==> src/rtl/mips_pkg.sv <==
// Shared types and default widths for the data-memory arbiter and its response router.
package mips_pkg;

    localparam int DEFAULT_AW = 8;
    localparam int DEFAULT_DW = 32;

    typedef enum logic {
        OWN_CORE = 1'b0,
        OWN_DBG  = 1'b1
    } arb_owner_e;

    typedef enum logic {
        ARB_IDLE     = 1'b0,
        ARB_DBG_LOCK = 1'b1
    } arb_state_e;

endpackage

==> src/rtl/dmem_rsp_route.sv <==
// One-deep read response tracker: remembers who issued the granted read and steers
// the memory's read data and a one-cycle valid pulse back to that port only.
module dmem_rsp_route
    import mips_pkg::*;
#(
    parameter int DW = DEFAULT_DW
) (
    input  logic          CLK,
    input  logic          RST_N,
    input  logic          rd_issue,
    input  arb_owner_e    rd_owner,
    input  logic [DW-1:0] mem_rdata,
    output logic          core_rvalid,
    output logic [DW-1:0] core_rdata,
    output logic          dbg_rvalid,
    output logic [DW-1:0] dbg_rdata
);

    logic          rsp_valid;
    arb_owner_e    rsp_owner;
    logic [DW-1:0] core_rdata_q;
    logic [DW-1:0] dbg_rdata_q;

    // Read data arrives during the response cycle, so it is passed straight through
    // and captured at the end of that cycle so the port keeps it afterwards.
    always_ff @(posedge CLK or negedge RST_N) begin
        if (!RST_N) begin
            rsp_valid    <= 1'b0;
            rsp_owner    <= OWN_CORE;
            core_rdata_q <= '0;
            dbg_rdata_q  <= '0;
        end else begin
            rsp_valid <= rd_issue;
            rsp_owner <= rd_owner;
            if (core_rvalid) core_rdata_q <= mem_rdata;
            if (dbg_rvalid)  dbg_rdata_q  <= mem_rdata;
        end
    end

    assign core_rvalid = rsp_valid && (rsp_owner == OWN_CORE);
    assign dbg_rvalid  = rsp_valid && (rsp_owner == OWN_DBG);
    assign core_rdata  = core_rvalid ? mem_rdata : core_rdata_q;
    assign dbg_rdata   = dbg_rvalid  ? mem_rdata : dbg_rdata_q;

endmodule

==> src/rtl/dmem_arbiter.sv <==
// Arbitrates the single-port dmem between the core load/store port and the debug port.
// Define DMEM_ARB_RR_EN for round-robin contention; otherwise core has fixed priority
// with a debug starvation counter.
module dmem_arbiter
    import mips_pkg::*;
#(
    parameter int AW           = DEFAULT_AW,
    parameter int DW           = DEFAULT_DW,
    parameter int STARVE_LIMIT = 15
) (
    input  logic          CLK,
    input  logic          RST_N,
    input  logic          core_req,
    input  logic          core_we,
    input  logic [AW-1:0] core_addr,
    input  logic [DW-1:0] core_wdata,
    output logic          core_gnt,
    output logic          core_stall,
    output logic          core_rvalid,
    output logic [DW-1:0] core_rdata,
    input  logic          dbg_req,
    input  logic          dbg_we,
    input  logic [AW-1:0] dbg_addr,
    input  logic [DW-1:0] dbg_wdata,
    input  logic          dbg_lock,
    output logic          dbg_gnt,
    output logic          dbg_rvalid,
    output logic [DW-1:0] dbg_rdata,
    output logic          mem_en,
    output logic          mem_we,
    output logic [AW-1:0] mem_addr,
    output logic [DW-1:0] mem_wdata,
    input  logic [DW-1:0] mem_rdata
);

    arb_state_e    state_q, state_d;
    logic          locked;
    logic          contend;
    logic          dbg_wins;
    logic [AW-1:0] addr_q;
    logic [DW-1:0] wdata_q;
    arb_owner_e    rd_owner;

`ifdef DMEM_ARB_RR_EN
    arb_owner_e favour_q, favour_d;
`else
    localparam int CW = $clog2(STARVE_LIMIT + 1);
    logic [CW-1:0] starve_q, starve_d;
`endif

    // Grants are gated by reset so every output sits at zero while reset is held.
    // Dropping dbg_lock or dbg_req releases the lock in that same cycle.
    always_comb begin
        state_d  = state_q;
        core_gnt = 1'b0;
        dbg_gnt  = 1'b0;
        locked   = (state_q == ARB_DBG_LOCK) && dbg_req && dbg_lock;
        contend  = core_req && dbg_req && !locked;
`ifdef DMEM_ARB_RR_EN
        favour_d = favour_q;
        dbg_wins = (favour_q == OWN_DBG);
`else
        starve_d = starve_q;
        dbg_wins = (starve_q == CW'(STARVE_LIMIT));
`endif
        if (RST_N) begin
            if (locked) begin
                dbg_gnt = 1'b1;
            end else if (contend) begin
                dbg_gnt  = dbg_wins;
                core_gnt = !dbg_wins;
            end else begin
                core_gnt = core_req;
                dbg_gnt  = dbg_req;
            end
        end
        state_d = (dbg_gnt && dbg_lock) ? ARB_DBG_LOCK : ARB_IDLE;
`ifdef DMEM_ARB_RR_EN
        if (contend && RST_N) favour_d = core_gnt ? OWN_DBG : OWN_CORE;
`else
        if (!dbg_req || dbg_gnt) begin
            starve_d = '0;
        end else if (starve_q != CW'(STARVE_LIMIT)) begin
            starve_d = starve_q + CW'(1);
        end
`endif
    end

    assign core_stall = RST_N && core_req && !core_gnt;
    assign mem_en     = core_gnt || dbg_gnt;
    assign mem_we     = dbg_gnt ? dbg_we : (core_gnt ? core_we : 1'b0);
    assign mem_addr   = dbg_gnt ? dbg_addr : (core_gnt ? core_addr : addr_q);
    assign mem_wdata  = dbg_gnt ? dbg_wdata : (core_gnt ? core_wdata : wdata_q);
    assign rd_owner   = dbg_gnt ? OWN_DBG : OWN_CORE;

    // Address and write data are re-registered every cycle so idle cycles replay them.
    always_ff @(posedge CLK or negedge RST_N) begin
        if (!RST_N) begin
            state_q  <= ARB_IDLE;
            addr_q   <= '0;
            wdata_q  <= '0;
`ifdef DMEM_ARB_RR_EN
            favour_q <= OWN_CORE;
`else
            starve_q <= '0;
`endif
        end else begin
            state_q  <= state_d;
            addr_q   <= mem_addr;
            wdata_q  <= mem_wdata;
`ifdef DMEM_ARB_RR_EN
            favour_q <= favour_d;
`else
            starve_q <= starve_d;
`endif
        end
    end

    dmem_rsp_route #(.DW(DW)) u_rsp_route (
        .CLK         (CLK),
        .RST_N       (RST_N),
        .rd_issue    (mem_en && !mem_we),
        .rd_owner    (rd_owner),
        .mem_rdata   (mem_rdata),
        .core_rvalid (core_rvalid),
        .core_rdata  (core_rdata),
        .dbg_rvalid  (dbg_rvalid),
        .dbg_rdata   (dbg_rdata)
    );

endmodule

==> config.mk <==
export PLATFORM = sky130hd
export DESIGN_NAME = dmem_arbiter
export DESIGN_NICKNAME = d
export VERILOG_FILES = /design/src/rtl/mips_pkg.sv /design/src/rtl/dmem_rsp_route.sv /design/src/rtl/dmem_arbiter.sv
export SDC_FILE = /design/constraint.sdc
export NUM_CORES = 1
export LEC_CHECK = 0
export BUFFER_PORTS_ARGS = -buffer_cell sky130_fd_sc_hd__buf_2
export CAP_MARGIN = 0
export CORE_AREA = 2 2 131 133
export DETAILED_ROUTE_END_ITERATION = 12
export DIE_AREA = 0 0 133 135
export HOLD_SLACK_MARGIN = 0.1
export PLACE_DENSITY = 0.55
export SLEW_MARGIN = 20
export SYNTH_ARGS = -nofsm -noshare
export SYNTH_HDL_FRONTEND = slang
export SYNTH_HIERARCHICAL = 1
export SYNTH_SLANG_ARGS = --single-unit
==> constraint.sdc <==
create_clock -name CLK -period 5.4 [get_ports CLK]
set_input_delay 0.54 -clock CLK [delete_from_list [all_inputs] [get_ports CLK]]
set_output_delay 0.54 -clock CLK [all_outputs]
set_load 0.01 [all_outputs]
==> results.txt <==
Leakage power -> 3.06 nW
Largest family of logic cells by synthesized area -> multiplexers
Hold Vio Cnt, Final -> 0
Max Fclk -> 0.286 GHz
Worst-case clock buffer depth -> 2
Met3 WL -> 1020 um
Routed via count -> 3434
Max-cap viol count -> 0
Netlist Area Pre-Place -> 4700 sq um
Num CTS Buffers -> 9
Outcome -> complete, no violations
Diode count -> 0
Hold Crit Class -> in2async
Metal2 WL -> 5460 um
Async SR Flop Fraction -> 100%
# hold bufs at CTS -> 0
Final worst path period need -> 3490 ps
Period utilization -> 64.7%
Clock Skew -> 7.52 ps
Vias in the first global route -> 3537
Placed Instances -> 743
DRT iter0 DRCs -> 119
HPWL after detailed placement -> 8690 um
Die height -> 135 um
Max-slew headroom -> 37.7%
Sw Share -> 28.5%
Total GRT Usage -> 13.5%
Ys flop type -> dfrtp_1
Area share of the largest cell type after synthesis -> 59.1%
Post-cts gate resize count -> 0
Reg power frac -> 45.4%
Core Region -> 16400 sq um
RSZ-0062 raised after global routing -> no
Maximum number of pins on one net before global-route repair -> 62
Crit start category -> flip-flop
Post-Synth Simple-Gate Area -> 7.05%
Finished layout cell area -> 6270 sq um
Worst-Margin Slew -> 932 ps
Xor/xnor share of the synthesized area -> 0.186%
Worst EP arrival -> 2950 ps
P_int -> 1.60 mW
Clock-pin slew of the registers on the worst-case setup and hold paths -> 70 ps
Cells after Synth -> 310
Critical path endpoint category -> primary output
PortBufs -> 229
Global-route wire length before repair -> 18800 um
Clk sinks -> 111
DRT Pass-1 Iters -> 4
Crit Path Class -> reg2out
Psw -> 0.638 mW
Final hold slack -> 224 ps
Post-synthesis sequential area ratio -> 59.1%
Routability cong. -> 0.765
Vias per cell -> 4.52
# IOs -> 230
Maximum vdd drop -> 0.160 mV
M1 WL -> 5370 um
Most frequent cell after synthesis -> dfrtp_1
Crit Path Max Fanout -> 27
FP Rows -> 47
Final setup violation count -> 0
H-tree level count -> 3
EDFF count, synth -> 0
Placed Instance Area -> 6000 sq um
Root Driver -> clkbuf_16
Synth Warn # -> 6
Detailed Route WL -> 12000 um
Initial antenna violation count -> 0
Skew-Pair Late Insertion Delay -> 350 ps
Syn Area/Cell -> 15.2 sq um
Complex-gate fraction of the synthesized area -> 11.4%
Share of cells above drive strength 1 -> 64.2%
Initial Util -> 28.7%
Fin. max-slew vios -> 0
Horiz. Die Dim -> 133 um
Cell taking the most area after synthesis -> dfrtp_1
#FFs+latches synth -> 111
Routed length per instance -> 15.9 um
Setup tns final -> 0 ps
Post-Layout Cell Count -> 759
DIE AREA -> 18000 sq um
Logic pwr share -> 27.0%
Critical Path RT -> 4860 ps
PD cells -> 357 nW/um^2
Number of post-CTS setup repair buffers -> 0
Residual DRC -> 0
Layout area overhead -> 33.3%
CTS tree -> done
Global route overflow -> 0
Antenna-violating nets left -> 0
Count of cell types in the netlist -> 36
Multiplexer share of the synthesized area -> 17.9%
Clock power share -> 27.6%
Final #Nets -> 654
Highest metal used -> met4
Synth Net Count -> 430
Largest cells by area after synthesis -> dfrtp_1 59%, mux2_4 9.3%, mux2_2 8.4%, o221a_2 6.7%, nand2b_1 5.1%
Adder-cell area share of the yosys netlist -> 0.266%
Most frequent cells after synthesis -> 111 x dfrtp_1, 38 x nand2b_1, 35 x mux2_2
==> layer usage <==
| metal | vias to the layer above | GRT usage [%] |
|---|---|---|
| met5 | - | 0 |
| met4 | 0 | 4.84 |
| met3 | 12 | 4.02 |
| met2 | 185 | 21.3 |
| met1 | 1646 | 17.6 |
| li1 | 1591 | - |
==> worst max-delay path: stages (launching register included) <==
cell	delay, ps
dfrtp_1	420
ha_1	280
a32o_1	330
o21ai_4	570
buf_4	330
inv_2	120
a221o_1	390
buf_2	150
==> worst paths after layout <==
kind / start / to / slack [ps] / cells after the start
max reg2reg: starve_q[0]$_DFFE_PN0P_ / wdata_q[31]$_DFF_PN0_ / 2820 / 6
max: starve_q[0]$_DFFE_PN0P_ / mem_wdata[31] / 1910 / 7
max in group asynchronous: RST_N / u_rsp_route/dbg_rdata_q[14]$_DFF_PN0_ / 3940 / 2
min in group CLK: core_we / u_rsp_route/rsp_valid$_DFF_PN0_ / 380 / 2
min: RST_N / u_rsp_route/core_rdata_q[23]$_DFF_PN0_ / 220 / 1
min reg2reg: u_rsp_route/core_rdata_q[16]$_DFF_PN0_ / u_rsp_route/core_rdata_q[16]$_DFF_PN0_ / 490 / 1
==> cell type report <==
class | count | area (sq um)
flip-flops and latches | 111 | 2780
inverters | 7 | 26.3
repair buffers | 232 | 1170
clock buffers | 10 | 229
clock inverters | 6 | 43.8
multi-input cells | 173 | 1750
well taps | 220 | 275
fillers | 1583 | 10100
==> flip-flops by register name, summed over array words and instances (netlist names) <==
signal and cells:
u_rsp_route/rsp_valid 1, u_rsp_route/dbg_rdata_q 32, starve_q 4, addr_q 8, u_rsp_route/core_rdata_q 32, u_rsp_route/rsp_owner 1, state_q 1, wdata_q 32
==> cell usage in the layout (no fill, tap or decap), types with 2 or more instances in the layout <==
| cell | netlist | final |
|---|---|---|
| nand2b_1 | 38 | 38 |
| nand3_1 | 3 | 3 |
| o221a_2 | 28 | 28 |
| clkbuf_16 | 0 | 9 |
| clkinv_2 | 0 | 2 |
| nor3_1 | 3 | 3 |
| inv_2 | 2 | 2 |
| mux2_4 | 29 | 29 |
| a221o_1 | 2 | 2 |
| and2_1 | 4 | 4 |
| buf_4 | 2 | 4 |
| buf_2 | 5 | 228 |
| mux2_2 | 35 | 35 |
| dfrtp_1 | 111 | 111 |
| nor2_1 | 2 | 2 |
| o21ai_4 | 0 | 2 |
| o221a_1 | 10 | 10 |
| inv_6 | 0 | 2 |
| inv_1 | 5 | 5 |
==> cells by family (layout without fill, tap and decap cells) <==
kind of cell | after synthesis | after routing
flip-flops | 111 | 111
multiplexers | 65 | 65
AND/OR/NAND/NOR | 54 | 54
AO/OA/AOI/OAI | 52 | 52
buffers and inverters | 26 | 255
adder cells (fa/ha/maj) | 1 | 1
XOR/XNOR | 1 | 1
==> power by group through the flow <==
stage | clock network, mW | logic, mW | registers [mW]
after floorplan | 0 | 0.365 | 1.02
after global placement | 0 | 0.604 | 1.03
after detailed placement | 0 | 0.611 | 1.03
after CTS | 0.652 | 0.615 | 1.02
after global routing | 0.683 | 0.657 | 1.03
final | 0.618 | 0.605 | 1.02
==> per-stage QoR <==
| stage | setup slack (ps) | utilization (%) | power, mW |
|---|---|---|---|
| 2_1_floorplan | 3170 | - | 1.38 |
| 3_3_place_gp | 2100 | 36.6 | 1.63 |
| 3_5_place_dp | 1960 | 36.6 | 1.65 |
| 4_1_cts | 1730 | 38.2 | 2.29 |
| 5_1_grt | 1720 | 38.2 | 2.37 |
| 6_report | 1910 | 38.2 | 2.24 |
Note: power is estimated with default switching activity, not from simulation.
